[config.mk]
export PLATFORM = sky130hd
export DESIGN_NAME = regfile_scoreboard
export DESIGN_NICKNAME = d
export VERILOG_FILES = /design/src/rtl/regfile_scoreboard.sv
export SDC_FILE = /design/constraint.sdc
export NUM_CORES = 1
export LEC_CHECK = 0
export CORE_ASPECT_RATIO = 0.6
export CORE_UTILIZATION = 30
export DETAILED_ROUTE_END_ITERATION = 8
export DONT_BUFFER_PORTS = 1
export PLACE_DENSITY = 0.54
export SETUP_SLACK_MARGIN = 0.5
export SYNTH_ARGS = -nofsm -noshare
export SYNTH_HDL_FRONTEND = slang
export SYNTH_SLANG_ARGS = --single-unit
[constraint.sdc]
create_clock -name clock -period 1.67 [get_ports clock]
set_input_delay 0.2505 -clock clock [delete_from_list [all_inputs] [get_ports clock]]
set_output_delay 0.2505 -clock clock [all_outputs]
set_load 0.01 [all_outputs]
[src/rtl/regfile_scoreboard.sv]
// regfile_scoreboard: parametrised 2-read/1-write register file with a per-register busy scoreboard.
// Optional write-to-read forwarding is enabled by defining REGFILE_BYPASS_EN.
module regfile_scoreboard #(
    parameter int DATA_WIDTH = 16,
    parameter int ADDR_WIDTH = 3,
    parameter bit ZERO_REG   = 1'b1
) (
    input  logic                  clock,
    input  logic                  reset_n,
    input  logic [ADDR_WIDTH-1:0] RA,
    input  logic [ADDR_WIDTH-1:0] RB,
    input  logic                  sig_enable_read,
    output logic [DATA_WIDTH-1:0] BusA,
    output logic [DATA_WIDTH-1:0] BusB,
    input  logic [ADDR_WIDTH-1:0] RW,
    input  logic [DATA_WIDTH-1:0] BusW,
    input  logic                  sig_enable_write,
    input  logic [ADDR_WIDTH-1:0] RD,
    input  logic                  sig_reserve,
    output logic                  busy_A,
    output logic                  busy_B,
    output logic                  sig_hazard
);
    localparam int NUM_REGS = 2 ** ADDR_WIDTH;

    logic [DATA_WIDTH-1:0] regs [NUM_REGS];
    logic [NUM_REGS-1:0]   busy;
    logic                  wr_ok;
    logic                  rsv_ok;
    logic [DATA_WIDTH-1:0] rd_a;
    logic [DATA_WIDTH-1:0] rd_b;

    // Register 0 is read-only and never reserved when it is hardwired to zero
    assign wr_ok  = sig_enable_write && !(ZERO_REG && RW == '0);
    assign rsv_ok = sig_reserve && !(ZERO_REG && RD == '0);

`ifdef REGFILE_BYPASS_EN
    // A same-cycle write retires the pending producer unless a new one is reserved alongside it
    assign busy_A = busy[RA] && !(wr_ok && RW == RA && !(rsv_ok && RD == RA));
    assign busy_B = busy[RB] && !(wr_ok && RW == RB && !(rsv_ok && RD == RB));
    assign rd_a   = (wr_ok && RW == RA) ? BusW : (ZERO_REG && RA == '0) ? '0 : regs[RA];
    assign rd_b   = (wr_ok && RW == RB) ? BusW : (ZERO_REG && RB == '0) ? '0 : regs[RB];
`else
    assign busy_A = busy[RA];
    assign busy_B = busy[RB];
    assign rd_a   = (ZERO_REG && RA == '0) ? '0 : regs[RA];
    assign rd_b   = (ZERO_REG && RB == '0) ? '0 : regs[RB];
`endif

    assign sig_hazard = sig_enable_read && (busy_A || busy_B);

    // Storage array: writeback updates one register per edge
    always_ff @(posedge clock or negedge reset_n) begin
        if (!reset_n) begin
            for (int i = 0; i < NUM_REGS; i++) regs[i] <= '0;
        end else if (wr_ok) begin
            regs[RW] <= BusW;
        end
    end

    // Scoreboard: write clears, reserve sets; reserve is applied last so it wins a collision
    always_ff @(posedge clock or negedge reset_n) begin
        if (!reset_n) begin
            busy <= '0;
        end else begin
            if (wr_ok) busy[RW] <= 1'b0;
            if (rsv_ok) busy[RD] <= 1'b1;
        end
    end

    // Read ports capture only when no operand is pending, otherwise they hold for the retry
    always_ff @(posedge clock or negedge reset_n) begin
        if (!reset_n) begin
            BusA <= '0;
            BusB <= '0;
        end else if (sig_enable_read && !sig_hazard) begin
            BusA <= rd_a;
            BusB <= rd_b;
        end
    end
endmodule

Word-level counts from Yosys, hierarchy flattened. Index checks and enable logic that the tools add are counted.

$lt $le $gt $ge: 10. Mux-type cells: 21. Bitwise operators: 6. Reductions and logical operators: 15.

Operators by type and width (number): 128-bit bitwise mux (1); 16-bit two-way mux (7); 16-bit binary-select mux with 3-bit select (2); 16-bit demux with 3-bit select (1); 3-bit by 4-bit < comparator with 1-bit output, second input constant (4); 8-bit two-way mux (2); 4-bit greater-or-equal comparator, second input constant (3); 3-bit zero test (4); 3-bit NOT with 4-bit output (3); 8-bit bitwise AND (1); 8-bit NOT (1); 8-bit OR (1); 1-bit logical AND (7); 1-bit binary-select mux with 3-bit select (2); 1-bit demux with 3-bit select (2); 3-bit by 1-bit greater-or-equal comparator with 1-bit output, second input constant (2); 4-bit by 1-bit < comparator with 1-bit output, second input constant (1); 1-bit two-way mux (4); 1-bit zero test (3); 1-bit logical OR (1).

Register bits after elaboration: 168. Input port bits: 33. Output and inout bits: 35.

Depth between registers and ports, before layout. Gate-level depths: netlist (run 1).

Depth after elaboration: 9. Depth in mapped cells: 6. Mapped depth without buffers: 4.

Worst setup path after synthesis (run 1). Ideal clock, no wire load.

Kind: input port to flip-flop. Start point: input RA[0]. End point: register BusA[0]. Library setup time: 0.125 ns. Arrival time: 1.818 ns. Required time: 1.545 ns. Setup slack: -0.273 ns. Cell stages on the path: 6. Buffers on the path: 2. Cell sequence: buf_2 mux4_2 mux2i_2 nand3_2 buf_6 mux2_4.

Cells in the longest elaborated chain, start to end: 6. Elaborated cells between the ends (all ways): 12. Classes of those cells: mux (6); bitwise (1); reduce/logical (5).

RTL lines: from (decl) (line 10) `input logic [ADDR_WIDTH-1:0] RA,`; 1-bit binary-select mux with 3-bit select (line 44) `assign busy_A = busy[RA];`; 1-bit two-way mux (not written as such) (line 44); 1-bit logical OR (line 50) `assign sig_hazard = sig_enable_read && (busy_A || busy_B);`; 1-bit logical AND (line 50); 1-bit zero test (line 76) `end else if (sig_enable_read && !sig_hazard) begin`; 1-bit logical AND (line 76); to (signal assigned) (line 77) `BusA <= rd_a;`; to (decl) (line 13) `output logic [DATA_WIDTH-1:0] BusA,`.

Parallel ways exist; a longest one is shown, timed or not. The select of a mux whose other input is x is not followed. A chain may end at the register's enable or synchronous reset.

Worst setup path in the final report (run 1).
Start point: register busy[3]. End point: output sig_hazard.

Cells in the longest elaborated chain, start to end: 4. Elaborated cells between the ends (all ways): 6. Classes of those cells: mux (4); reduce/logical (2).

RTL lines: from (decl) (line 27) `logic [NUM_REGS-1:0] busy;`; from (signal assigned) (line 64) `busy <= '0;`; from (signal, indexed assignment) (line 66) `if (wr_ok) busy[RW] <= 1'b0;`; from (signal, indexed assignment) (line 67) `if (rsv_ok) busy[RD] <= 1'b1;`; 1-bit binary-select mux with 3-bit select (on tied branches) (line 44, 45); 1-bit two-way mux (on tied branches) (line 44, 45); 1-bit logical OR (*) (line 50); 1-bit logical AND (*) (line 50); to (decl) (line 22) `output logic sig_hazard`.

Mark *: on every way between the ends. The rest lies on a longest branch, timed or not. The select of a mux whose other input is x is not followed.

==> impl_metrics.tcl, run 1 <==
set metrics [dict create \
    syn-cell-area_mm2 0.00766 \
    syn_area_per_cell_um2 14.2 \
    synth_compound_area_share_pct 5.89 \
    antenna_found_initial 0 \
    clock_sinks 152 \
    antenna_cells 0 \
    wl_mm 19.7 \
    p_leak_nw 3.94 \
    crit_fanout 3 \
    cts_hold_buf 18 \
    end_kind "output port" \
    synth_top_family_by_area "multiplexers" \
    maxCapViolations 0 \
    syn_to_final_growth_pct 19.8 \
    max-slew-margin-rel_pct 66.1 \
    drt_iter0_markers 282 \
    die_w_um 208 \
    clk_latency_ns 0.42 \
    cts_buffers 17 \
    synth_cell_types 27 \
    yosysTopAreaCell "dfrtp_1" \
    synth_ff_type "dfrtp_1" \
    grt_setup_unrepaired "true" \
    cts_root_buffer "clkbuf_16" \
    hold_slack_ns -0.474 \
    gp_congestion 0.735 \
    io_pins 68 \
    synth_top_area_share_pct 49.6 \
    clkTransAtPathRegs_ns 0.06 \
    final.fill_count 2277 \
    ys_seq_elements 152 \
    row_count 44 \
    vias_per_cell 5.16 \
    fin_crit_sh_pct 118 \
    fmax_mhz 508 \
    yosys.area_share.simple_pct 3.17 \
    htreeDepth 4 \
    multi_input_area_mm2 0.00389 \
    vias 4553 \
    r2r_cells 6 \
    post-route-drc-count 0 \
    startpoint_type "flip-flop" \
    final_nets 582 \
    power_density_mw_per_mm2 1350 \
    post-place-ws_ns -0.193 \
    async_flop_share_pct 100 \
    synthAdderAreaFrac_pct 0 \
    grt_max_degree 153 \
    postLayoutSetupSlackWorst_ns -0.297 \
    wl_per_cell_um 22.3 \
    power_mw 12.4 \
    synth-seq-area-share_pct 49.6 \
    finalNonFillerCells 883 \
    layout-drive-gt1-share_pct 47.2 \
    io_buffers 0 \
    cp.arrival_ns 1.72 \
    hpwl_mm 11.7 \
    syn-instance-count 539 \
    regArea_mm2 0.00381 \
    ant_nets 0 \
    drv_slew 0 \
    min_period_ns 1.97 \
    grt_pass1_wl_mm 31.2 \
    post-route-util_pct 37.3 \
    clock_skew_ns 0.00971 \
    first_pass_iters 4 \
    syn-num-nets 572 \
    grt_usage_pct 16.1 \
    hp-class "in2async" \
    grt_pass1_vias 5016 \
    die_h_um 126 \
    core_mm2 0.0246 \
    synth.area.mux_share_pct 38.4 \
    yosys_warnings 0 \
    dp.cells 833 \
    path_class "reg2out" \
    synthMostInstantiatedCell "dfrtp_1" \
    max-clock-path-buffers 2 \
    start_util_pct 31.1 \
    synthTopCellsByCount "dfrtp_1, mux2_2, nand2_1" \
    tightest_slew_ns 0.504 \
    cts_tree "yes" \
    synth_xor_xnor_area_share_pct 0 \
    hold_viol 152 \
    synth_area_leaders "dfrtp_1, mux2_2, mux4_2" \
    ir_drop_uv 629 \
    synth_edf_count 0 \
    cp.required_ns 1.42 \
    failed_checks "negative hold slack, negative setup slack" \
    setup_viol 35 \
    grt_overflow 0 \
    dieArea_mm2 0.0262 \
    status "complete, but fails checks" \
]
final timing paths:
path                       startpoint         end  slack, ns
setup reg to reg              busy[3]     BusB[0]      -0.29
min in group clock              RD[1]     busy[6]       0.02
setup / recovery              busy[3]  sig_hazard      -0.30
hold / removal                reset_n    regs[49]      -0.47
max in group asynchronous     reset_n    BusB[15]       1.83
hold reg to reg               busy[0]     busy[0]       0.40
worst max-delay path, cell delays in order, from the launching register on:
cell and delay (ns):
dfrtp_1 0.40, mux4_2 0.51, mux2i_4 0.19, buf_6 0.13, a21boi_2 0.06
final cells by class:
type | count | area share, %
well taps | 322 | 4.39
clock buffers | 23 | 5.32
flip-flops and latches | 152 | 41.5
multi-input cells | 338 | 42.4
inverters | 6 | 0.245
repair buffers | 34 | 4.62
clock inverters | 8 | 1.55
flip-flops by register name, indices dropped and copies added, names as in the netlist:
signal / flops
BusA: 16
BusB: 16
busy: 8
regs: 112
placed cells by master, fill, tap and decap left out, types with 4 or more instances in the layout:
cell and n:
a22oi_1 29, buf_12 9, buf_4 4, bufinv_16 4
clkbuf_16 17, clkbuf_8 4, dfrtp_1 150, dlygate4sd3_1 18
inv_1 5, mux2_2 95, mux2_4 77, mux2i_1 6
mux4_2 36, nand2_1 36, o21ai_0 30
metrics by stage:
| step | cell area (um2) | setup TNS, ns |
|---|---|---|
| CTS | 9180 | -8.96 |
| detailed placement | 8350 | -5.67 |
| floorplan | 8070 | -5.37 |
| global placement | 8350 | -4.29 |
| global route | 9180 | -11.35 |
| finish | 9180 | -9.20 |
cells by family (layout without fill, tap and decap cells):
kind of cell	after synthesis	in the layout
compound gates	72	72
simple gates	50	50
buf+inv	49	71
flops	152	152
mux	216	216
timing repair:
| item | CTS | global route |
|---|---|---|
| buffers inserted | 1 | 0 |
| cloned | 0 | 0 |
| endpoints found under the hold margin | 268 | 152 |
| endpoints found under the setup margin | 36 | 36 |
| gates resized for setup | 5 | 1 |
power breakdown:
group	switching, mW	internal, mW
logic	0.758	1.85
registers	0.972	4.70
clock network	1.50	2.65
total	3.23	9.20
metal layers:
metal,share of wire (%),vias up,track usage [%],wire [um]
met2,45,123,23.9,8780
li1,-,2041,-,-
met1,47,2385,22.1,9340
met5,0,-,0,0
met3,7.7,4,5.11,1510
met4,0.39,0,5.23,76
Note: power is estimated with default switching activity, not from simulation.
==> inputs of run 2 (changes only) <==
- CORE_MARGIN: not set -> 2
- DONT_BUFFER_PORTS: 1 -> not set
- PLACE_DENSITY: 0.54 -> 0.58
==> run 2 against run 1 <==
The flow finishes with violations (negative setup slack). Sequential power down 4.8%. Utilization up 5.3 points. Critical path depth up 1. Total power up 12%. Clock power about the same. Clock-buffer cell count unchanged. Maximum frequency down 5.5%. Die area up 2.6%. Non-clock buffer count up 148. Worst hold slack better by 0.79 ns. Final area up 17%. Largest power group unchanged.
==> impl_metrics.tcl, run 2 (same netlist as run 1, synthesis figures left out) <==
set metrics [dict create \
    p_seq_share_pct 38.9 \
    intPower_mw 10.1 \
    cts_buffers 17 \
    largest_register "regs" \
    ant_nets 0 \
    power_frac_clock_pct 29.9 \
    path_class "reg2out" \
    cts_tree "yes" \
    max-slew-margin-rel_pct 61.7 \
    cts_root_buffer "clkbuf_16" \
    wl_per_cell_um 21.9 \
    post-place-ws_ns -0.505 \
    reg_top3 "regs x112, BusA x16, BusB x16" \
    clk_latency_ns 0.43 \
    max-clock-path-buffers 2 \
    clock_sinks 152 \
    htreeDepth 4 \
    final_common_cell "dfrtp_1" \
    tightest_slew_ns 0.569 \
    final_nets 730 \
    cp.required_ns 1.42 \
    clock_skew_ns 0.00654 \
    cp.arrival_ns 1.83 \
    drt_iter0_markers 346 \
    row_count 45 \
    power_density_mw_per_mm2 1300 \
    status "complete, but fails checks" \
    power.share.combinational_pct 31.2 \
    failed_checks "negative setup slack" \
    io_buffers 67 \
    ir_drop_uv 669 \
    antenna_found_initial 1 \
    wl_mm 22.7 \
    start_util_pct 30.4 \
    clkTransAtPathRegs_ns 0.06 \
    grt_usage_pct 17.4 \
    hp-class "in2async" \
    vias_per_cell 5.15 \
    power_mw 13.9 \
    crit_fanout 3 \
    drv_slew 0 \
    largest_register_ff_count 112 \
    fin_crit_sh_pct 125 \
    die_h_um 128 \
    fin_setup_tns_ns -13.15 \
    core_mm2 0.0252 \
    p_sw_share_pct 27.0 \
    post-route-drc-count 0 \
    design_area_mm2 0.0107 \
    p_switching_mw 3.76 \
    grt_overflow 0 \
    dpl_cell_area_mm2 0.00947 \
    setup_viol 35 \
    maxCapViolations 0 \
    dieArea_mm2 0.0269 \
    hpwl_mm 13.7 \
    layout-drive-gt1-share_pct 57.1 \
    grt_pass1_vias 5963 \
    gp_congestion 0.782 \
    p_leak_nw 4.87 \
    startpoint_type "flip-flop" \
    fmax_mhz 480 \
    min_period_ns 2.08 \
    end_kind "output port" \
    first_pass_iters 4 \
    hold_viol 0 \
    hold_slack_ns 0.321 \
    vias 5353 \
    grt_max_degree 44 \
    grt_pass1_wl_mm 35.2 \
    postLayoutSetupSlackWorst_ns -0.411 \
    io_pins 68 \
    syn_to_final_growth_pct 39.8 \
    final_cell_mix "dfrtp_1, mux2_4, mux2_2" \
    die_w_um 210 \
    grt_setup_unrepaired "true" \
]
-- run 2: cell type report --
class                      instances  area (um2)
antenna                            1        2.50
clock inverter                     8         143
fill                            2264       14500
timing repair buffer             182        1880
sequential                       152        3800
inverter                           6        22.5
multi-input combinational        338        3970
tap                              329         412
clock buffer                      23         488
-- run 2: power by group through the flow --
stage                     Sequential [mW]  Clock, mW  Combinational [mW]
final                                5.40       4.16                4.34
after floorplan                      5.41          0                2.34
after global placement               5.37          0                3.87
after CTS                            5.37       4.22                4.15
after detailed placement             5.46          0                3.98
after global routing                 5.53       4.38                4.66
-- run 2: final timing paths --
check                           slack (ns)    start         end  depth (start not counted)
worst max-delay path                 -0.41  busy[5]  sig_hazard                          5
worst min-delay path                  0.32  reset_n     BusB[9]                          2
worst max register to register       -0.40  busy[5]     BusA[4]                          7
worst min register to register        0.42  busy[0]     busy[0]                          0
max in group asynchronous             0.74  reset_n     BusA[1]                          3
min in group clock                    0.42  busy[0]     busy[0]                          0
-- run 2: metrics by stage --
stage | util, % | instances
global route | 42.6 | 1039
floorplan | - | 539
global placement | 37.6 | 947
detailed placement | 37.6 | 947
finish | 42.6 | 1039
CTS | 41.6 | 1025
-- run 2: worst max-delay path, cell delays in order, from the launching register on --
cell,delay (ns)
dfrtp_1,0.42
mux4_2,0.50
mux2i_4,0.19
buf_6,0.12
a21boi_2,0.04
buf_2,0.13
-- run 2: what timing repair did --
action                                 CTS  global route
setup buffers                           40            11
gates cloned                             6             2
setup endpoints to repair              185            98
endpoints found under the hold margin   39             0
hold buffers                             1             0
resized for setup                      181            24
pin swaps                                3             3
-- run 2: metal layers --
| layer | vias up | part of all wire (%) | GRT usage [%] |
|---|---|---|---|
| met5 | - | 0 | 0 |
| met4 | 0 | 1.3 | 5.13 |
| met3 | 23 | 3.8 | 3.38 |
| met2 | 134 | 46 | 27.8 |
| met1 | 2859 | 49 | 24.2 |
| li1 | 2337 | - | - |
==> inputs of run 3 (changes only) <==
- ABC_AREA: not set -> 1
- CORE_ASPECT_RATIO: 0.6 -> 2
- PLACE_DENSITY: 0.58 -> 0.57
==> run 3 against run 2 <==
Largest power group unchanged. The run still ends with negative setup slack left. Global-route usage rose by 2.2 points. Non-clock buffer count rose by 2. Setup slack improved by 0.33 ns. Utilization fell by 3.2 points. Critical endpoint unchanged. Maximum frequency rose by 19%. Final cell count rose by 63%. Synthesized cell count rose by 120%. Highest routed layer unchanged. Clock-buffer cell count fell by 6. Flip-flop and latch count did not move.
==> impl_metrics.tcl, run 3 <==
set metrics [dict create \
    status "complete, but fails checks" \
    failed_checks "negative setup slack" \
    synth_edf_count 0 \
    max-slew-margin-rel_pct 60.7 \
    end_kind "output port" \
    setup_viol 3 \
    finalNonFillerCells 1694 \
    yosysTopAreaCell "dfrtp_1" \
    startpoint_type "flip-flop" \
    dieArea_mm2 0.0296 \
    synth-seq-area-share_pct 45.0 \
    fin_crit_sh_pct 105 \
    design_area_mm2 0.0109 \
    async_flop_share_pct 100 \
    htreeDepth 4 \
    first_pass_iters 5 \
    antenna_cells 0 \
    cts_buffers 17 \
    synth_area_leaders "dfrtp_1, nand2_1, inv_1" \
    yosys_warnings 0 \
    syn_area_per_cell_um2 7.07 \
    path_class "reg2out" \
    synthTopCellsByCount "nand2_1, dfrtp_1, inv_1" \
    final_common_cell "nand2_1" \
    cp_cell_sequence "inv_2 > nand2_1 > nand3_2 > nand3_2 > nand2_4 > a21boi_2 > buf_2" \
    reg2reg_from "busy[6]" \
    reg_top3 "regs x112, BusA x16, BusB x16" \
    ir_drop_uv 780 \
    hold_viol 0 \
    post-place-ws_ns -0.518 \
    synth_cell_types 28 \
    synth_ff_type "dfrtp_1" \
    power_density_mw_per_mm2 1170 \
    crit_fanout 4 \
    cpMaxStageDelayCell "dfrtp_1" \
    max-clock-path-buffers 2 \
    clkTransAtPathRegs_ns 0.07 \
    postLayoutSetupSlackWorst_ns -0.0784 \
    grt_overflow 0 \
    ys_seq_elements 152 \
    core_mm2 0.0277 \
    synth_top_area_share_pct 45.0 \
    syn_to_final_growth_pct 28.9 \
    syn-num-nets 1227 \
    io_buffers 67 \
    wl_per_cell_um 16.4 \
    vias 8088 \
    drv_slew 0 \
    reg2reg_slack_ns 0.04 \
    slowest_delay_ns 0.38 \
    die_h_um 241 \
    vias_per_cell 4.77 \
    grt_setup_unrepaired "true" \
    cts_root_buffer "clkbuf_16" \
    dpl_cell_area_mm2 0.00992 \
    clock_sinks 152 \
    drt_iter0_markers 554 \
    min_period_ns 1.75 \
    largest_register "regs" \
    r2r_cells 10 \
    tightest_slew_ns 0.589 \
    antenna_found_initial 0 \
    final_nets 1362 \
    cp.arrival_ns 1.50 \
    dp.cells 1617 \
    clock_skew_ns 0.00875 \
    fin_setup_tns_ns -0.188 \
    power_mw 12.7 \
    p_leak_nw 5.67 \
    synthMostInstantiatedCell "nand2_1" \
    ant_nets 0 \
    grt_pass1_wl_mm 43.2 \
    wl_mm 27.7 \
    r2r-end "BusB[6]" \
    crit_buf_inv 2 \
    syn-instance-count 1194 \
    start_util_pct 30.5 \
    post-route-drc-count 0 \
    io_pins 68 \
    largest_register_ff_count 112 \
    hpwl_mm 19.4 \
    die_w_um 123 \
    final.fill_count 2834 \
    fmax_mhz 572 \
    grt_max_degree 45 \
    grt_usage_pct 19.6 \
    final_cell_mix "nand2_1, dfrtp_1, inv_1" \
    gp_congestion 0.886 \
    critPathTopFamily "flip-flops" \
    cts_tree "yes" \
    grt_pass1_vias 7808 \
    layout-drive-gt1-share_pct 18.6 \
    cpMostUsedCell "nand3_2" \
    row_count 86 \
    clk_latency_ns 0.44 \
    syn-cell-area_mm2 0.00844 \
    cp.required_ns 1.42 \
    maxCapViolations 0 \
    hp-class "in2async" \
]
run 3: cell count changes after synthesis, sizes merged, moves of 31 or more:
cell   previous run  this run
o21ai            33       102
inv               6       146
buf              19        50
nand4             1        32
nand2            37       549
mux2            172        10
mux4             36         0
nand3             1       105
run 3: kinds of logic after synthesis:
| logic type | synth area share, % |
|---|---|
| AOI/OAI and AO/OA | 6.99 |
| buffers and inverters | 11.4 |
| DFF | 45.0 |
| muxes | 1.33 |
| and+or+nand+nor | 35.2 |
run 3: how the worst max path moves through the flow:
stage          startpoint         end  depth (start not counted)
5_1_grt           busy[1]  sig_hazard                          7
3_5_place_dp        RA[1]  sig_hazard                          6
4_1_cts           busy[7]  sig_hazard                          7
2_1_floorplan       RA[1]     BusA[0]                         10
6_report          busy[6]  sig_hazard                          7
3_3_place_gp        RA[1]  sig_hazard                          6
run 3: layout make-up:
type | count | area [um2] | share of cell area [%]
flip-flops and latches | 152 | 3800 | 34.9
multi-input cells | 825 | 3750 | 34.5
repair buffers | 184 | 1700 | 15.6
inverters | 149 | 571 | 5.24
well taps | 352 | 440 | 4.05
clock buffers | 17 | 425 | 3.91
clock inverters | 15 | 190 | 1.75
run 3: per-layer routing:
metal | global-route usage [%] | vias up | routed length, um
li1 | - | 3979 | -
met1 | 21.1 | 3789 | 9860
met2 | 36.5 | 266 | 15200
met3 | 3.44 | 54 | 1590
met4 | 8.95 | 0 | 1090
met5 | 0 | - | 0
run 3: worst reg2reg max path: cells and delay by family, from the launching register on:
family / cells / cell delay, ns
flip-flops: 1 / 0.38
AND/OR/NAND/NOR: 7 / 0.59
buffers and inverters: 3 / 0.56
run 3: timing repair:
item | 4_1_cts | 5_1_grt
hold buffers | 1 | 0
cloned | 2 | 0
gates resized for setup | 168 | 14
buffers inserted | 29 | 13
endpoints found under the hold margin | 32 | 0
pin swaps | 8 | 8
endpoints found under the setup margin | 105 | 69
run 3: through the flow:
step / hold WS (ns) / util, %
detailed placement: 0.195 / 35.9
finish: 0.283 / 39.4
CTS: 0.288 / 38.8
floorplan: -0.0451 / -
global route: 0.313 / 39.4
global placement: 0.196 / 35.9
run 3: power by group:
part	internal, mW	switching (mW)
Combinational	1.59	2.07
Clock	2.38	1.69
Sequential	4.57	0.400
Total	8.54	4.16
